$ cat src/rtl/serial_add_sub_if.sv
// Start/busy/done handshake and operand/result bundle for the digit-serial adder/subtractor.
interface serial_add_sub_if #(
  parameter int WIDTH = 8
);
  logic             start;
  logic             sub;
  logic [WIDTH-1:0] a;
  logic [WIDTH-1:0] b;
  logic             carryIn;
  logic             busy;
  logic             done;
  logic [WIDTH-1:0] sum;
  logic             carry;
  logic             overflow;

  modport master (
    output start, sub, a, b, carryIn,
    input  busy, done, sum, carry, overflow
  );

  modport slave (
    input  start, sub, a, b, carryIn,
    output busy, done, sum, carry, overflow
  );
endinterface

$ cat src/rtl/serial_add_sub.sv
// Digit-serial adder/subtractor: DIGIT bits per clock, LSB first, carry held in a register
// between slices; result, carry and signed overflow are published on the done pulse.
module serial_add_sub #(
  parameter int WIDTH = 8,
  parameter int DIGIT = 1
) (
  input logic             clk,
  input logic             reset,
  serial_add_sub_if.slave bus
);

  localparam int STEPS = WIDTH / DIGIT;
  localparam int CNT_W = (STEPS > 1) ? $clog2(STEPS) : 1;

  if (WIDTH < 1 || DIGIT < 1 || (WIDTH % DIGIT) != 0) begin : g_bad_params
    $error("serial_add_sub: WIDTH must be a positive multiple of DIGIT");
  end

  typedef enum logic {IDLE, RUN} state_t;

  state_t           state_q;
  logic [WIDTH-1:0] opa_q, opb_q, res_q, sum_q;
  logic [CNT_W-1:0] cnt_q;
  logic             c_q, busy_q, done_q, carry_q, ovf_q;

  logic [DIGIT:0]   slice_d;
  logic [WIDTH-1:0] res_d, opa_d, opb_d;
  logic             msb_cin_d;
  logic             last_d;

  always_comb begin
    slice_d   = {1'b0, opa_q[DIGIT-1:0]} + {1'b0, opb_q[DIGIT-1:0]} + {{DIGIT{1'b0}}, c_q};
    // Carry into the slice MSB falls out of its sum bit and the two operand bits.
    msb_cin_d = slice_d[DIGIT-1] ^ opa_q[DIGIT-1] ^ opb_q[DIGIT-1];
    res_d     = (res_q >> DIGIT) | (WIDTH'(slice_d[DIGIT-1:0]) << (WIDTH - DIGIT));
    opa_d     = opa_q >> DIGIT;
    opb_d     = opb_q >> DIGIT;
    last_d    = (cnt_q == CNT_W'(STEPS - 1));
  end

  always_ff @(posedge clk) begin
    if (reset) begin
      state_q <= IDLE;
      opa_q   <= '0;
      opb_q   <= '0;
      res_q   <= '0;
      sum_q   <= '0;
      cnt_q   <= '0;
      c_q     <= 1'b0;
      busy_q  <= 1'b0;
      done_q  <= 1'b0;
      carry_q <= 1'b0;
      ovf_q   <= 1'b0;
    end else begin
      case (state_q)
        IDLE: begin
          done_q <= 1'b0;
          if (bus.start) begin
            // Subtraction runs as a + ~b + ~borrowIn, so carry-out means "no borrow".
            opa_q   <= bus.a;
            opb_q   <= bus.sub ? ~bus.b : bus.b;
            c_q     <= bus.sub ^ bus.carryIn;
            res_q   <= '0;
            cnt_q   <= '0;
            busy_q  <= 1'b1;
            state_q <= RUN;
          end
        end
        RUN: begin
          opa_q <= opa_d;
          opb_q <= opb_d;
          res_q <= res_d;
          c_q   <= slice_d[DIGIT];
          cnt_q <= cnt_q + 1'b1;
          if (last_d) begin
            sum_q   <= res_d;
            carry_q <= slice_d[DIGIT];
            ovf_q   <= msb_cin_d ^ slice_d[DIGIT];
            done_q  <= 1'b1;
            busy_q  <= 1'b0;
            state_q <= IDLE;
          end
        end
        default: state_q <= IDLE;
      endcase
    end
  end

  assign bus.busy     = busy_q;
  assign bus.done     = done_q;
  assign bus.sum      = sum_q;
  assign bus.carry    = carry_q;
  assign bus.overflow = ovf_q;

endmodule

$ cat src/flat_wrapper.sv
// flat-port wrapper written by rule: the top's interface ports become plain ports
module serial_add_sub_flat 
#(
  parameter int WIDTH = 8,
  parameter int DIGIT = 1
)
  (clk, reset, bus_start, bus_sub, bus_a, bus_b, bus_carryIn, bus_busy, bus_done, bus_sum, bus_carry, bus_overflow);
  serial_add_sub_if #(.WIDTH(WIDTH)) bus_i ();
  input logic clk;
  input logic reset;
  input wire logic [$bits(bus_i.start)-1:0] bus_start;
  input wire logic [$bits(bus_i.sub)-1:0] bus_sub;
  input wire logic [$bits(bus_i.a)-1:0] bus_a;
  input wire logic [$bits(bus_i.b)-1:0] bus_b;
  input wire logic [$bits(bus_i.carryIn)-1:0] bus_carryIn;
  output wire logic [$bits(bus_i.busy)-1:0] bus_busy;
  output wire logic [$bits(bus_i.done)-1:0] bus_done;
  output wire logic [$bits(bus_i.sum)-1:0] bus_sum;
  output wire logic [$bits(bus_i.carry)-1:0] bus_carry;
  output wire logic [$bits(bus_i.overflow)-1:0] bus_overflow;
  assign bus_i.start = bus_start;
  assign bus_i.sub = bus_sub;
  assign bus_i.a = bus_a;
  assign bus_i.b = bus_b;
  assign bus_i.carryIn = bus_carryIn;
  assign bus_busy = bus_i.busy;
  assign bus_done = bus_i.done;
  assign bus_sum = bus_i.sum;
  assign bus_carry = bus_i.carry;
  assign bus_overflow = bus_i.overflow;
  serial_add_sub #(.WIDTH(WIDTH), .DIGIT(DIGIT)) u_core (.clk(clk), .reset(reset), .bus(bus_i));
endmodule
$ cat config.mk
export PLATFORM = sky130hd
export DESIGN_NAME = serial_add_sub_flat
export DESIGN_NICKNAME = d
export VERILOG_FILES = /design/src/rtl/serial_add_sub_if.sv /design/src/rtl/serial_add_sub.sv /design/src/flat_wrapper.sv
export SDC_FILE = /design/constraint.sdc
export NUM_CORES = 1
export LEC_CHECK = 0
export CAP_MARGIN = 20
export CORE_AREA = 2 2 60 73
export DETAILED_ROUTE_END_ITERATION = 16
export DIE_AREA = 0 0 62 75
export GPL_TIMING_DRIVEN = 0
export PLACE_DENSITY_LB_ADDON = 0.3
export SETUP_SLACK_MARGIN = 0.15
export SYNTH_ARGS = -nofsm -noshare
export SYNTH_HDL_FRONTEND = slang
export SYNTH_SLANG_ARGS = --single-unit
export TNS_END_PERCENT = 30
$ cat constraint.sdc
create_clock -name clk -period 1.55 [get_ports clk]
set_clock_uncertainty 0.05 [all_clocks]
set_input_delay 0.465 -clock clk [delete_from_list [all_inputs] [get_ports clk]]
set_output_delay 0.465 -clock clk [all_outputs]
set_load 0.1 [all_outputs]
After elaboration in Yosys (flattened, before gate mapping). Index checks and enable logic that the tools add are counted.

Add/sub/neg operators: 3. Equal/unequal tests: 3. Muxes and demuxes: 19. Bitwise gates (word level): 7. Reduce and logical (&&, ||, !) cells: 2.

Operators with widths (count): case mux 8 bit (2 select lines) (3); 2-to-1 mux 8 bit (4); inverter 8 bit (1); OR 7 x 8 -> 8 bit (1); case mux 1 bit (2 select lines) (4); 2-to-1 mux 1 bit (6); case mux 3 bit (2 select lines) (1); inequality test 2 bit (second input constant) (2); AND reduction 2 bit (2); bitwise XOR 1 bit (4); adder 3 x 1 -> 3 bit (second input constant) (1); == test 3 bit (second input constant) (1); 2-to-1 mux 3 bit (1); adder 1 x 1 -> 2 bit (1); adder 2 x 1 -> 2 bit (1); inverter 1 bit (1).

Flip-flop bits (word level): 41. Output and inout bits: 12. Logic and storage cells: 45.

Depth between registers and ports, before layout.
Word-level depth: 5. Gate-level depth with buffers: 7. Depth with buffers taken out: 5.

Worst setup path before layout. OpenSTA, ideal clock, no wires.

Kind: register -> register. Start point: reg u_core.opb_q[0]. End point: reg u_core.ovf_q (netlist: u_core.bus.overflow). Arrival time: 1.373 ns. Required time: 1.414 ns. Path slack: 0.042 ns. Cell stages (with the launch flop): 6. Path buffers: 0. Clock period less this slack: 1.508 ns. Path through: dfxtp_1 inv_1 fa_1 xnor2_1 xnor2_1 a211oi_1.

Word-level cells in the longest chain between the ends: 5.

Ends and longest elaborated chain: start, declared (line serial_add_sub.sv:22) `logic [WIDTH-1:0] opa_q, opb_q, res_q, sum_q;`; start signal, assigned (line serial_add_sub.sv:61) `opb_q <= bus.sub ? ~bus.b : bus.b;`; start signal, assigned (line serial_add_sub.sv:71) `opb_q <= opb_d;`; adder 1 x 1 -> 2 bit (line serial_add_sub.sv:32) `slice_d = {1'b0, opa_q[DIGIT-1:0]} + {1'b0, opb_q[DIGIT-1:0]} + {{DIGIT{1'b0}}, c_q};`; adder 2 x 1 -> 2 bit (line serial_add_sub.sv:32); bitwise XOR 1 bit (2 in series) (line serial_add_sub.sv:34) `msb_cin_d = slice_d[DIGIT-1] ^ opa_q[DIGIT-1] ^ opb_q[DIGIT-1];`; bitwise XOR 1 bit * (line serial_add_sub.sv:78) `ovf_q <= msb_cin_d ^ slice_d[DIGIT];`; end signal, assigned (line serial_add_sub.sv:78); end, declared (line serial_add_sub.sv:24) `logic c_q, busy_q, done_q, carry_q, ovf_q;`.

Mark *: on every way between the ends. The rest lies on a longest branch, timed or not. A chain may end at the register's enable or synchronous reset.

Worst setup path in the final report.
Start point: reg u_core.c_q. End point: reg u_core.ovf_q (netlist: u_core.bus.overflow).

Word-level cells in the longest chain between the ends: 4.

Ends and longest elaborated chain: start, declared (line serial_add_sub.sv:24); start signal, assigned (line serial_add_sub.sv:62) `c_q <= bus.sub ^ bus.carryIn;`; start signal, assigned (line serial_add_sub.sv:73) `c_q <= slice_d[DIGIT];`; adder 2 x 1 -> 2 bit * (line serial_add_sub.sv:32); bitwise XOR 1 bit (2 in series) (line serial_add_sub.sv:34); bitwise XOR 1 bit * (line serial_add_sub.sv:78).

Marked as above.

==> flow_metrics.py <==
metrics = {
    "outcome": {
        "outcome": "finished, final reports clean",
    },
    "logic_synthesis": {
        "synthArstFlopShare_pct": 0,
        "synthTopCellsByArea": "dfxtp_1 (45%), mux2i_1 (9.0%), nor2_1 (5.3%), a21oi_1 (5.1%), nand2_1 (4.7%)",
        "ys_types": 25,
        "synth_nets": 215,
        "synth_area_um2": 1770,
        "sequential_share_of_the_synthesized_area_pct": 45.2,
        "post-synth-top-area-cell": "dfxtp_1",
        "ys_warn_count": 0,
        "synth_top_area_share_pct": 45.2,
        "synth_enable_flop_cells": 0,
        "synth_common_cells": "dfxtp_1 (40), nor2_1 (25), nand2_1 (22)",
        "cell_count_after_synthesis": 191,
        "syn_area_per_cell_um2": 9.27,
        "ys.flop_type": "dfxtp_1",
        "yosys.cell_count.top_type": "dfxtp_1",
        "synth-seq-cells": 40,
    },
    "sta": {
        "max_slew_margin_pct": 70.7,
        "worst_hold_margin_ns": 0.414,
        "grt_setup_unrepaired": "true",
        "fin_crit_sh_pct": 97.0,
        "final_max_slew_viol_count": 0,
        "clock.fmax_mhz": 665,
        "timing.final.setup_violations": 0,
        "fin_tns_setup_ns": 0,
        "worstMarginPinSlew_ns": 0.440,
        "finalHoldViolations": 0,
        "finalCriticalPeriod_ns": 1.50,
    },
    "pwr": {
        "p_comb_share_pct": 14.5,
        "intPower_mw": 1.77,
        "max-vdd-ir-drop_mv": 0.558,
        "swShare_pct": 23.3,
        "pwr_density_cell_nw_per_um2": 942,
        "power.net_switching_uw": 539,
        "power_leakage_nw": 0.959,
        "clockPowerShare_pct": 38.2,
        "power.sequential.fraction_pct": 47.3,
    },
    "global_route": {
        "antenna_found_initial": 0,
        "grt_start_max_net_pins": 14,
        "grt_pass1_vias": 1361,
        "first_pass_grt_wire_length_um": 5870,
        "grt-ovfl-total": 0,
        "global_route.usage.total_pct": 17.5,
    },
    "worst_setup_path": {
        "worst_setup_path_start_kind": "flop",
        "rrSetupSlack_ns": 0.05,
        "category_of_the_critical_setup_timing_path": "reg -> reg",
        "reg2regPathDepth": 5,
        "path_max_fanout": 2,
        "endpoint_kind": "flop",
        "crit_arrival_ns": 1.63,
        "required_ns": 1.68,
    },
    "die": {
        "core_um2": 3910,
        "io_pins": 33,
        "dieWidth_um": 62,
        "floorplan.initialDensity_pct": 45.3,
        "die-height_um": 75,
        "number_of_rows_in_the_core_area": 25,
        "fp.dieArea_um2": 4650,
    },
    "clock_network": {
        "cts_tree": "yes",
        "worst_setup_hold_path_clk_slew_ns": 0.08,
        "clockBufferDepth": 2,
        "cts_inserted_buffers": 5,
        "cts.htree.levels": 2,
        "clock_tree.root_cell": "clkbuf_8",
        "cts.sinks": 40,
        "cts_hold_buffers": 0,
        "clkLatencyLatePin_ns": 0.29,
    },
    "drt": {
        "drt.antenna.violating_nets": 0,
        "total_wire_length_um": 3540,
        "vias": 1441,
        "via_per_inst": 4.97,
        "wl_per_cell_um": 12.2,
        "detailedRoute.firstIterationViolations": 53,
        "drc": 0,
        "drt_pre_antenna_iters": 4,
    },
    "hold_path": {
        "whs_path_depth": 2,
        "timing.hold.worst.class": "reg -> reg",
    },
    "layout": {
        "syn_to_final_growth_pct": 38.7,
        "layout.cells.non_filler": 290,
        "utilization_pct": 62.8,
        "nets": 259,
        "drive_above_1_share_pct": 29.2,
        "diodes": 0,
    },
    "placement": {
        "place_inst": 276,
        "gp_congestion": 0.734,
        "io_buffers": 31,
        "hpwl_um": 2350,
    },
    "job": {
        "timing.max_cap.violations": 0,
    },
}
[cell type report]
cell class	instances	area, um^2
clock buffer	6	82.6
timing repair buffer	37	412
tap	54	67.6
multi-input combinational	131	912
buffer	15	113
sequential	40	811
clock inverter	2	38.8
fill	365	1460
inverter	5	18.8
[path summary, 6_finish.rpt]
kind / start / to
worst min register to register: u_core.res_q[1]$_SDFFE_PP0P_ / u_core.bus.sum[0]$_SDFFE_PP0P_
worst max register to register: u_core.c_q$_SDFFE_PP0P_ / u_core.bus.overflow$_SDFFE_PP0P_
worst max-delay path: u_core.c_q$_SDFFE_PP0P_ / u_core.bus.overflow$_SDFFE_PP0P_
worst min-delay path: u_core.res_q[1]$_SDFFE_PP0P_ / u_core.bus.sum[0]$_SDFFE_PP0P_
[registers in the layout, summed over array words and instances, names as in the netlist, 3 cells and up]
signal	cells
u_core.opa_q	8
u_core.bus.sum	8
u_core.cnt_q	3
u_core.res_q	7
u_core.opb_q	8
[power by group through the flow]
stage	clock [mW]	sequential, mW	combinational (mW)
detailed placement	0	1.12	0.299
global placement	0	1.11	0.297
global route	0.952	1.10	0.364
finish	0.882	1.09	0.335
CTS	0.912	1.09	0.325
floorplan	0	1.12	0.194
[routing by layer]
metal	vias to the layer above	wire length [um]	part of all wire (%)	GRT usage, %
li1	727	-	-	-
met1	672	1520	43	19.7
met2	33	1780	50	29.9
met3	9	145	4.1	5.67
met4	0	90	2.5	7.33
met5	-	0	0	0
[cells by family (layout without fill, tap and decap cells)]
logic type                 after synthesis  in the layout  synth area share [%]
muxes                                   23             23                  13.5
and+or+nand+nor                         63             63                  16.3
DFF                                     40             40                  45.2
AOI/OAI and AO/OA                       30             30                  9.89
xor gates and xnor gates                12             12                  5.94
adders and majority gates                3              3                  2.54
buffers and inverters                   20             65                  6.57
[timing repair]
action                     4_1_cts  5_1_grt
gates resized for setup        100       23
pin swaps                        4        6
buffers inserted                 3        2
setup endpoints to repair       50       50
cloned                           0        1
[worst max-delay path, stage by stage (launching register included)]
cell and delay [ns]:
dfxtp_2 0.34, inv_2 0.04, fa_2 0.60, xnor2_2 0.13, xnor2_1 0.15, a211oi_2 0.08
[stage by stage]
stage | cell area (um^2) | worst slack, ns | power, mW
2_1_floorplan | 1780 | 0.0874 | 1.32
3_3_place_gp | 2150 | -0.430 | 1.41
3_5_place_dp | 2150 | -0.434 | 1.41
4_1_cts | 2370 | 0.00365 | 2.33
5_1_grt | 2450 | 0.0113 | 2.42
6_report | 2450 | 0.0460 | 2.31
[placed cells by master (no fill, tap or decap), drive strengths merged, types with 7 or more instances in the layout]
| cell type | n |
|---|---|
| clkbuf | 10 |
| xor2 | 8 |
| nor3b | 11 |
| clkdlybuf4s50 | 18 |
| mux2 | 7 |
| nand2 | 22 |
| a21oi | 18 |
| dfxtp | 40 |
| mux2i | 16 |
| nor2 | 25 |
| o22ai | 8 |
| buf | 29 |
No activity file was read; power rests on OpenSTA's default activity.
